File: src/rtl/stamofu_cq_alloc_if.sv
// Handshake bundle between dispatch/commit/restart logic and the stamofu CQ allocator.
// The allocator uses the slave modport; whoever drives requests uses master.
interface stamofu_cq_alloc_if #(
    parameter int LOG_STAMOFU_CQ_ENTRIES = 4
);
    logic                              dispatch_valid;
    logic                              dispatch_ready;
    logic [LOG_STAMOFU_CQ_ENTRIES-1:0] dispatch_cq_index;
    logic                              commit_valid;
    logic [LOG_STAMOFU_CQ_ENTRIES-1:0] commit_cq_index;
    logic                              restart_valid;
    logic [LOG_STAMOFU_CQ_ENTRIES:0]   restart_keep_count;
    logic [LOG_STAMOFU_CQ_ENTRIES:0]   occupancy;
    logic                              empty;

    modport master (
        output dispatch_valid, commit_valid, restart_valid, restart_keep_count,
        input  dispatch_ready, dispatch_cq_index, commit_cq_index, occupancy, empty
    );

    modport slave (
        input  dispatch_valid, commit_valid, restart_valid, restart_keep_count,
        output dispatch_ready, dispatch_cq_index, commit_cq_index, occupancy, empty
    );
endinterface

File: src/rtl/stamofu_cq_alloc.sv
// Store/AMO/fence completion queue index allocator: a head/tail ring whose pointers
// carry an extra wrap bit, so full and empty are told apart without a separate count.
module stamofu_cq_alloc #(
    parameter int STAMOFU_CQ_ENTRIES     = 16,
    parameter int LOG_STAMOFU_CQ_ENTRIES = 4
) (
    input  logic                  CLK,
    input  logic                  nRST,
    stamofu_cq_alloc_if.slave     cq
);
    localparam int PW = LOG_STAMOFU_CQ_ENTRIES + 1;
    typedef logic [PW-1:0] ptr_t;
    localparam ptr_t CAPACITY = ptr_t'(STAMOFU_CQ_ENTRIES);
    localparam ptr_t ONE      = ptr_t'(1);

    ptr_t head_reg, head_next;
    ptr_t tail_reg, tail_next;
    ptr_t occ;
    ptr_t keep_sat;
    logic full;
    logic dispatch_fire;
    logic commit_fire;

    always_comb begin
        occ           = tail_reg - head_reg;
        full          = (occ == CAPACITY);
        keep_sat      = (cq.restart_keep_count > occ) ? occ : cq.restart_keep_count;
        commit_fire   = cq.commit_valid && (occ != '0);
        dispatch_fire = cq.dispatch_valid && !full;
        head_next     = head_reg;
        tail_next     = tail_reg;
        if (cq.restart_valid) begin
            // Restart wins over dispatch; a commit only survives if it retires a kept entry.
            tail_next = head_reg + keep_sat;
            if (commit_fire && (keep_sat != '0)) begin
                head_next = head_reg + ONE;
            end
        end else begin
            if (dispatch_fire) begin
                tail_next = tail_reg + ONE;
            end
            if (commit_fire) begin
                head_next = head_reg + ONE;
            end
        end
    end

    always_ff @(posedge CLK or negedge nRST) begin
        if (!nRST) begin
            head_reg <= '0;
            tail_reg <= '0;
        end else begin
            head_reg <= head_next;
            tail_reg <= tail_next;
        end
    end

    // Outputs depend on registered pointers only, so a freed slot is granted a cycle later.
    assign cq.dispatch_ready    = !full;
    assign cq.dispatch_cq_index = tail_reg[LOG_STAMOFU_CQ_ENTRIES-1:0];
    assign cq.commit_cq_index   = head_reg[LOG_STAMOFU_CQ_ENTRIES-1:0];
    assign cq.occupancy         = occ;
    assign cq.empty             = (occ == '0);
endmodule

File: src/flat_wrapper.sv
// flat-port wrapper written by rule: the top's interface ports become plain ports
module stamofu_cq_alloc_flat 
#(
    parameter int STAMOFU_CQ_ENTRIES     = 16,
    parameter int LOG_STAMOFU_CQ_ENTRIES = 4
)
  (CLK, nRST, cq_dispatch_valid, cq_commit_valid, cq_restart_valid, cq_restart_keep_count, cq_dispatch_ready, cq_dispatch_cq_index, cq_commit_cq_index, cq_occupancy, cq_empty);
  stamofu_cq_alloc_if #(.LOG_STAMOFU_CQ_ENTRIES(LOG_STAMOFU_CQ_ENTRIES)) cq_i ();
  input  logic CLK;
  input  logic nRST;
  input wire logic [$bits(cq_i.dispatch_valid)-1:0] cq_dispatch_valid;
  input wire logic [$bits(cq_i.commit_valid)-1:0] cq_commit_valid;
  input wire logic [$bits(cq_i.restart_valid)-1:0] cq_restart_valid;
  input wire logic [$bits(cq_i.restart_keep_count)-1:0] cq_restart_keep_count;
  output wire logic [$bits(cq_i.dispatch_ready)-1:0] cq_dispatch_ready;
  output wire logic [$bits(cq_i.dispatch_cq_index)-1:0] cq_dispatch_cq_index;
  output wire logic [$bits(cq_i.commit_cq_index)-1:0] cq_commit_cq_index;
  output wire logic [$bits(cq_i.occupancy)-1:0] cq_occupancy;
  output wire logic [$bits(cq_i.empty)-1:0] cq_empty;
  assign cq_i.dispatch_valid = cq_dispatch_valid;
  assign cq_i.commit_valid = cq_commit_valid;
  assign cq_i.restart_valid = cq_restart_valid;
  assign cq_i.restart_keep_count = cq_restart_keep_count;
  assign cq_dispatch_ready = cq_i.dispatch_ready;
  assign cq_dispatch_cq_index = cq_i.dispatch_cq_index;
  assign cq_commit_cq_index = cq_i.commit_cq_index;
  assign cq_occupancy = cq_i.occupancy;
  assign cq_empty = cq_i.empty;
  stamofu_cq_alloc #(.STAMOFU_CQ_ENTRIES(STAMOFU_CQ_ENTRIES), .LOG_STAMOFU_CQ_ENTRIES(LOG_STAMOFU_CQ_ENTRIES)) u_core (.CLK(CLK), .nRST(nRST), .cq(cq_i));
endmodule
File: config.mk
export PLATFORM = sky130hd
export DESIGN_NAME = stamofu_cq_alloc_flat
export DESIGN_NICKNAME = d
export VERILOG_FILES = /design/src/rtl/stamofu_cq_alloc_if.sv /design/src/rtl/stamofu_cq_alloc.sv /design/src/flat_wrapper.sv
export SDC_FILE = /design/constraint.sdc
export NUM_CORES = 1
export LEC_CHECK = 0
export BUFFER_PORTS_ARGS = -buffer_cell sky130_fd_sc_hd__buf_2
export CELL_PAD_IN_SITES_DETAIL_PLACEMENT = 1
export CELL_PAD_IN_SITES_GLOBAL_PLACEMENT = 1
export CORE_ASPECT_RATIO = 1.1
export CORE_MARGIN = 2
export CORE_UTILIZATION = 37
export DETAILED_ROUTE_END_ITERATION = 12
export GPL_TIMING_DRIVEN = 1
export HOLD_SLACK_MARGIN = 0.03
export PLACE_DENSITY = 0.76
export REMOVE_ABC_BUFFERS = 1
export SYNTH_ARGS = -nofsm -noshare
export SYNTH_HDL_FRONTEND = slang
export SYNTH_SLANG_ARGS = --single-unit
File: constraint.sdc
create_clock -name CLK -period 3.91 [get_ports CLK]
set_clock_uncertainty 0.15 [all_clocks]
set_input_delay 0.5865 -clock CLK [delete_from_list [all_inputs] [get_ports CLK]]
set_output_delay 0.5865 -clock CLK [all_outputs]
set_load 0.005 [all_outputs]
Yosys cells after proc, flatten, opt, wreduce, memory -nomap -nowiden
Index checks and enable logic that the tools add are counted.
- register bits after elaboration: 10
- word-level logic and storage cells: 25
- input bits: 10
- output and inout bits: 15
- $lt $le $gt $ge: 1
- equal/unequal tests: 2
- add/subtract/negate cells: 4
- reduce and logical (&&, ||, !) cells: 10
- multiplexer cells: 6
- operators with widths (kind ; number):
    two-way mux 5 bit ; 6
    adder 5 x 1 -> 5 bit (second input constant) ; 2
    nonzero test 5 bit ; 2
    adder 5 bit ; 1
    equality test 5 bit (second input constant) ; 1
    > comparator 5 bit ; 1
    zero test 5 bit ; 1
    subtractor 5 bit ; 1
    nonzero test 2 bit ; 2
    logical AND 1 bit ; 3
    inequality test 2 x 1 -> 1 bit (second input constant) ; 1
    AND reduction 2 bit ; 1
    zero test 1 bit ; 1

Longest topological paths before layout
Gate-level depths: netlist of run 1.
- depth in word-level cells: 7
- gate-level depth with buffers: 19
- gate-level depth less buffers: 19

Worst setup path before layout of run 1
No wires, ideal clock.
- kind: flip-flop to flip-flop
- start: register u_core.tail_reg[0]
- end: register u_core.tail_reg[4]
- arrival: 3.892 ns
- setup slack: -0.258 ns
- period minus slack after synthesis: 4.168 ns
- stages on the path, launching flop included: 19
- data required time: 3.634 ns
- library setup time: 0.126 ns
- path buffers: 0
- path through: dfrtp_1 > inv_1 > ha_1 > inv_1 > fa_1 > xor2_1 > inv_1 > ha_1 > nor2_1 > a31oi_1 > and2_1 > maj3_2 > maj3_2 > mux2_1 > fa_1 > a21o_1 > a21oi_1 > xor2_1 > mux2i_1
- cells in the longest elaborated chain, start to end: 5
- RTL lines (element ; line ; RTL):
    from (decl) ; stamofu_cq_alloc.sv:17 ; ptr_t tail_reg, tail_next;
    from (signal assigned) ; stamofu_cq_alloc.sv:54 ; tail_reg <= tail_next;
    subtractor 5 bit (*) ; stamofu_cq_alloc.sv:25 ; occ = tail_reg - head_reg;
    named net cq_occupancy[2] ; flat_wrapper.sv:18 ; output wire logic [$bits(cq_i.occupancy)-1:0] cq_occupancy;
    > comparator 5 bit or equality test 5 bit (tied branches) ; stamofu_cq_alloc.sv:27, stamofu_cq_alloc.sv:26 ;
    two-way mux 5 bit or zero test 1 bit (tied branches) ; stamofu_cq_alloc.sv:27, stamofu_cq_alloc.sv:29 ;
    adder 5 bit or logical AND 1 bit (tied branches) ; stamofu_cq_alloc.sv:34, stamofu_cq_alloc.sv:29 ;
    two-way mux 5 bit or nonzero test 2 bit (tied branches) ; -- ;
The timed path passes the listed nets; every way through them passes the cells marked *. The select of a mux whose other input is x is not followed.
A chain may end at the register's enable or synchronous reset.

Worst setup path after layout of run 1
- start: register u_core.tail_reg[0]
- end: register u_core.tail_reg[4]
- cells in the longest elaborated chain, start to end: 5
- RTL lines (element ; line):
    subtractor 5 bit ; stamofu_cq_alloc.sv:25
    > comparator 5 bit or equality test 5 bit (tied branches) ; stamofu_cq_alloc.sv:27, stamofu_cq_alloc.sv:26
    two-way mux 5 bit or zero test 1 bit (tied branches) ; stamofu_cq_alloc.sv:27, stamofu_cq_alloc.sv:29
    adder 5 bit or logical AND 1 bit (tied branches) ; stamofu_cq_alloc.sv:34, stamofu_cq_alloc.sv:29
    two-way mux 5 bit or nonzero test 2 bit (tied branches) ; --
Several ways; a longest one is shown, not always the timed one. The select of a mux whose other input is x is not followed.

==> impl_metrics.csv, run 1 <==
group,metric,value,unit
setup_path,reg2reg_from,"u_core.tail_reg[0]",
setup_path,crit_path_top_delay_cell,"fa_2",
timing,finalHoldViolCount,0,
run,maxCapViolations,0,
drt,ant_nets,0,
final_layout,syn_to_final_growth,35.4,%
floorplan,die_area,3570,µm²
status,outcome,"complete, but fails checks",
logic_synthesis,ys_seq_area_share,21.8,%
clock_tree,cts-root-buf,"clkbuf_4",
logic_synthesis,synth_cell_types,37,
timing,fin_crit_sh,104,%
setup_path,timing.critical_path.to,"u_core.tail_reg[4]",
logic_synthesis,ys_ff_latch,10,
setup_path,ff2ff_path_depth,16,
drt,wl_per_cell,17.9,µm
setup_path,rrSetupSlack,-0.17,ns
final_layout,diodes,0,
final_layout,final_layout_size_suffix_gt1_share,50.3,%
setup_path,crit_arrival,4.07,ns
final_layout,stdcell_count,197,
drt,drc,0,
drt,drt-vias-per-instance,5.32,
setup_path,required,3.90,ns
logic_synthesis,async_flop_share,100,%
clock_tree,h-tree-depth,1,
status,violations,"negative setup slack",
placement,pre_cts_ws,-0.484,ns
timing,grt_setup_unrepaired,"yes",
setup_path,r2r_end,"u_core.tail_reg[4]",
clock_tree,clk_latency,0.26,ns
floorplan,io_pins,25,
setup_path,worstPathCellList,"inv_2, ha_4, inv_2, fa_2, inv_2, ha_4, a211o_1, and2_4, maj3_2, maj3_2, mux2_4, fa_2, a21o_1, a21oi_2, xor2_1, mux2i_1",
timing,fmaxAchievable,245,MHz
floorplan,start_util,38.4,%
floorplan,row_count,21,
placement,port_buffers,24,
logic_synthesis,syn_area,1150,µm²
timing,worst_slew_pin_slew,0.404,ns
logic_synthesis,yosysWarnings,0,
setup_path,slowest_delay,0.53,ns
global_routing,gr-total-overflow,0,
placement,place_inst,181,
global_routing,grt_pass1_wl,5.39,mm
logic_synthesis,ys.flop_type,"dfrtp_1",
worst_hold_path,min_path_type,"flop to flop",
logic_synthesis,netlist_top_cells_count,"ha_1 (14), inv_1 (11), dfrtp_1 (10), xnor2_1 (10), buf_4 (9)",
final_layout,nets,190,
floorplan,die_w,57.2,µm
clock_tree,cts.path.max_buffers,2,
timing,finalMaxSlewViolations,0,
logic_synthesis,synth.avg_cell_area,9.58,µm²
logic_synthesis,yosysMostFrequentCell,"ha_1",
drt,vias,1048,
floorplan,core,3000,µm²
logic_synthesis,syn-instance-count,120,
global_routing,grt_pass1_vias,1174,
logic_synthesis,synthTopCellsByArea,"dfrtp_1 (22%), ha_1 (15%), xnor2_1 (7.6%)",
drt,drt_first_pass_iters,4,
placement,dp_hpwl,2.54,mm
timing,layout_setup_ws,-0.166,ns
final_layout,fin_util,52.0,%
setup_path,worst-path-max-fanout,3,
setup_path,endpoint_kind,"flop",
drt,drt_wl_total,3.54,mm
drt,drt_iter0_markers,32,
setup_path,crit_type,"flop to flop",
logic_synthesis,synth-edff-count,0,
logic_synthesis,synth_top_cell_area_share,21.8,%
timing,slew_headroom,72.8,%
setup_path,timing.critical_path.mode_cell,"inv_2",
global_routing,antenna_found_initial,0,
global_routing,grt_use_total,19.6,%
final_layout,fill_cells,360,
global_routing,grt_max_degree,11,
setup_path,start_kind,"flop",
setup_path,critPathLaunch,"u_core.tail_reg[0]",
placement,place_congestion,0.902,
clock_tree,clkSinkCount,10,
clock_tree,cts.clk_slew.worst_paths,0.06,ns
logic_synthesis,synth_top_cell_by_area,"dfrtp_1",
clock_tree,numCtsBuffers,3,
clock_tree,cts_tree,"built",
timing,setup_violations,3,
timing,fin_crit,4.08,ns
floorplan,die_y,62.5,µm
## cell families (layout without fill, tap and decap cells)
logic type	Yosys count	after routing	share of synthesized area (%)
XOR/XNOR	15	15	13.1
multiplexers	7	7	6.75
AO/OA/AOI/OAI	21	21	13.9
buffers and inverters	22	65	10.3
flip-flops	10	10	21.8
adder cells (fa/ha/maj)	18	18	20.7
AND/OR/NAND/NOR	27	27	13.5
## routing by layer
layer	part of all wire, %	GRT usage, %	wire length (µm)	vias to the layer above
met2	53	33.9	1860	36
met3	3.6	1.24	126	10
met4	4.3	12.5	152	0
met5	0	0	0	-
li1	-	-	-	500
met1	40	22.8	1400	502
## metrics by stage
step	hold WS (ns)	setup TNS (ns)	instance area, µm²
final	0.396	-0.416	1560
after global routing	0.400	-0.858	1560
after CTS	0.395	-0.506	1490
after detailed placement	0.308	-1.14	1340
after global placement	0.304	-0.446	1340
after floorplan	0.141	-0.274	1080
## worst min-delay path by stage
stage / cells past startpoint / startpoint / slack (ns) / to
final: 1 / u_core.head_reg[4] / 0.40 / u_core.head_reg[4]
after global routing: 1 / u_core.head_reg[4] / 0.40 / u_core.head_reg[4]
after CTS: 1 / u_core.head_reg[4] / 0.39 / u_core.head_reg[4]
after detailed placement: 1 / nRST / 0.31 / u_core.head_reg[4]
after global placement: 1 / nRST / 0.30 / u_core.head_reg[4]
after floorplan: 0 / nRST / 0.14 / u_core.head_reg[0]
## worst max-delay path: cells and delay by family (launching register included)
family | cells | cell delay, ns
compound gates | 3 | 0.60
xor+xnor | 1 | 0.15
fa+ha+maj | 6 | 1.90
buf+inv | 3 | 0.18
flops | 1 | 0.40
mux | 2 | 0.44
simple gates | 1 | 0.14
## area by class of cell
class | instances | area (µm²) | area share (%)
Multi-Input combinational cell | 88 | 870 | 55.9
Timing Repair Buffer | 48 | 307 | 19.7
Sequential cell | 10 | 250 | 16.1
Inverter | 13 | 51.3 | 3.30
Tap cell | 34 | 42.5 | 2.73
Clock buffer | 4 | 36.3 | 2.33
## cells in the final DEF (no fill, tap or decap), types with 2 or more instances in the layout
cell      count
nand2_1       8
nand4_1       5
a21oi_1       5
a21o_1        3
clkbuf_4      3
xor2_1        3
mux2_4        2
inv_2         5
ha_1          9
fa_2          2
buf_2        24
o21ai_0       3
and3_1        2
mux2i_1       4
dfrtp_1      10
xnor2_1      10
buf_4        22
ha_4          4
inv_1         7
nand3_1       3
a21oi_2       2
maj3_2        2
## what timing repair did
action                                  CTS  global route
buffers inserted                          6             6
pin swaps                                10             7
gates resized for setup                  16             7
hold buffers                              1             0
gates cloned                              0             0
endpoints found under the hold margin    10             0
endpoints found under the setup margin    4             4
Power of run 1 is not shown: default switching activity piles up to over one toggle a cycle in this logic, so the estimate is an artifact.
==> run 2, diff against run 1 <==
- CORE_UTILIZATION: 37 -> 35
- CTS_BUF_LIST: default -> sky130_fd_sc_hd__clkbuf_4
- PLACE_DENSITY: 0.76 -> 0.73
==> run 2 against run 1 <==
- the run ends with design-rule violations, negative setup slack left
- maximum frequency down 1.4%
- clock-buffer cell count down 1
- die area up 5.3%
- via count down 4.7%
- hold slack better by 0.0051 ns
- final cell count down 2.0%
- critical path depth unchanged
- sequential share of layout area up 0.53 points
==> impl_metrics.csv, run 2 (same netlist as run 1, synthesis figures left out) <==
group,metric,value,unit
clock_tree,numCtsBuffers,3,
placement,place_congestion,0.783,
final_layout,final_common_cell,"buf_2",
setup_path,slowest_delay,0.54,ns
timing,slew_headroom,72.9,%
final_layout,final_layout_size_suffix_gt1_share,49.1,%
setup_path,crit_arrival,4.13,ns
global_routing,gr-total-overflow,0,
status,outcome,"complete, but fails checks",
clock_tree,cts_tree,"built",
drt,drt-vias-per-instance,5.18,
timing,fin_crit_sh,106,%
drt,drt_first_pass_iters,8,
setup_path,critPathTopFamily,"adder cells",
floorplan,core,3100,µm²
worst_hold_path,min_path_type,"flop to flop",
placement,pre_cts_ws,-0.486,ns
floorplan,io_pins,25,
clock_tree,clk_latency,0.27,ns
global_routing,grt_use_total,18.3,%
global_routing,grt_max_degree,11,
timing,grt_setup_unrepaired,"yes",
setup_path,start_kind,"flop",
timing,fmaxAchievable,242,MHz
drt,ant_nets,0,
final_layout,fill_cells,370,
floorplan,die_w,58.7,µm
global_routing,grt_pass1_vias,1123,
drt,wl_per_cell,16.1,µm
drt,vias,999,
placement,dp_hpwl,2.48,mm
setup_path,endpoint_kind,"flop",
drt,drc,3,
floorplan,die_area,3760,µm²
drt,drt_iter0_markers,22,
clock_tree,clkSinkCount,10,
floorplan,row_count,21,
timing,setup_violations,3,
timing,worst_slew_pin_slew,0.403,ns
status,violations,"design-rule violations, negative setup slack",
clock_tree,cts.path.max_buffers,2,
clock_tree,cts.clk_slew.worst_paths,0.06,ns
final_layout,syn_to_final_growth,31.0,%
floorplan,die_y,64.1,µm
clock_tree,h-tree-depth,1,
timing,fin_crit,4.14,ns
setup_path,worst-path-max-fanout,3,
timing,finalMaxSlewViolations,0,
setup_path,crit_type,"flop to flop",
final_layout,final_cell_mix,"buf_2 (24), buf_4 (18), xnor2_1 (10), dfrtp_1 (10), ha_1 (9)",
floorplan,start_util,37.1,%
drt,drt_wl_total,3.11,mm
global_routing,grt_pass1_wl,5.18,mm
setup_path,required,3.91,ns
final_layout,nets,186,
setup_path,worstPathCellList,"inv_1, ha_2, inv_2, fa_2, inv_2, ha_4, a211o_1, and2_4, maj3_2, maj3_2, mux2_4, fa_2, a21o_1, a21oi_2, xor2_1, mux2i_1",
placement,port_buffers,24,
final_layout,diodes,0,
global_routing,antenna_found_initial,0,
setup_path,crit_path_top_delay_cell,"fa_2",
timing,layout_setup_ws,-0.226,ns
setup_path,critPathBufInv,3,
clock_tree,cts-root-buf,"clkbuf_4",
timing,finalHoldViolCount,0,
run,maxCapViolations,0,
-- run 2: final timing paths --
path                                    startpoint                  to  slack, ns  depth (start not counted)
worst min register to register  u_core.head_reg[4]  u_core.head_reg[4]       0.40                          1
worst max-delay path            u_core.tail_reg[0]  u_core.tail_reg[4]      -0.23                         16
worst min-delay path            u_core.head_reg[4]  u_core.head_reg[4]       0.40                          1
min in group asynchronous                     nRST  u_core.head_reg[0]       0.56                          2
max in group asynchronous                     nRST  u_core.head_reg[3]       2.86                          2
worst max register to register  u_core.tail_reg[0]  u_core.tail_reg[4]      -0.23                         16
-- run 2: area by class of cell --
cell class,count,area [µm²],area share [%]
Inverter,13,51.3,3.41
Sequential cell,10,250,16.6
Clock buffer,3,22.5,1.50
Tap cell,34,42.5,2.82
Multi-Input combinational cell,88,860,57.1
Timing Repair Buffer,44,277,18.4
Clock inverter,1,3.75,0.249
-- run 2: layer usage --
layer,share of wire (%),track usage [%],vias to the layer above
met4,0.90,6.53,0
met5,0,0,-
met3,3.5,1.42,4
met2,55,33.1,26
met1,41,22.1,479
li1,-,-,490
-- run 2: what timing repair did --
item | 4_1_cts | 5_1_grt
setup endpoints to repair | 4 | 4
pin swaps | 9 | 7
setup buffers | 6 | 2
hold endpoints to repair | 10 | 0
resized for setup | 19 | 4
hold buffers | 1 | 0
-- run 2: metrics by stage --
stage | util [%] | cells | hold WS [ns] | setup TNS, ns | instance area (µm²)
floorplan | - | 111 | 0.141 | -0.274 | 1080
global placement | 43.1 | 181 | 0.307 | -0.564 | 1340
detailed placement | 43.1 | 181 | 0.313 | -1.16 | 1340
CTS | 48.1 | 192 | 0.393 | -0.527 | 1490
global route | 48.6 | 193 | 0.411 | -0.995 | 1510
finish | 48.6 | 193 | 0.402 | -0.502 | 1510
Power of run 2 is left out for the same reason.
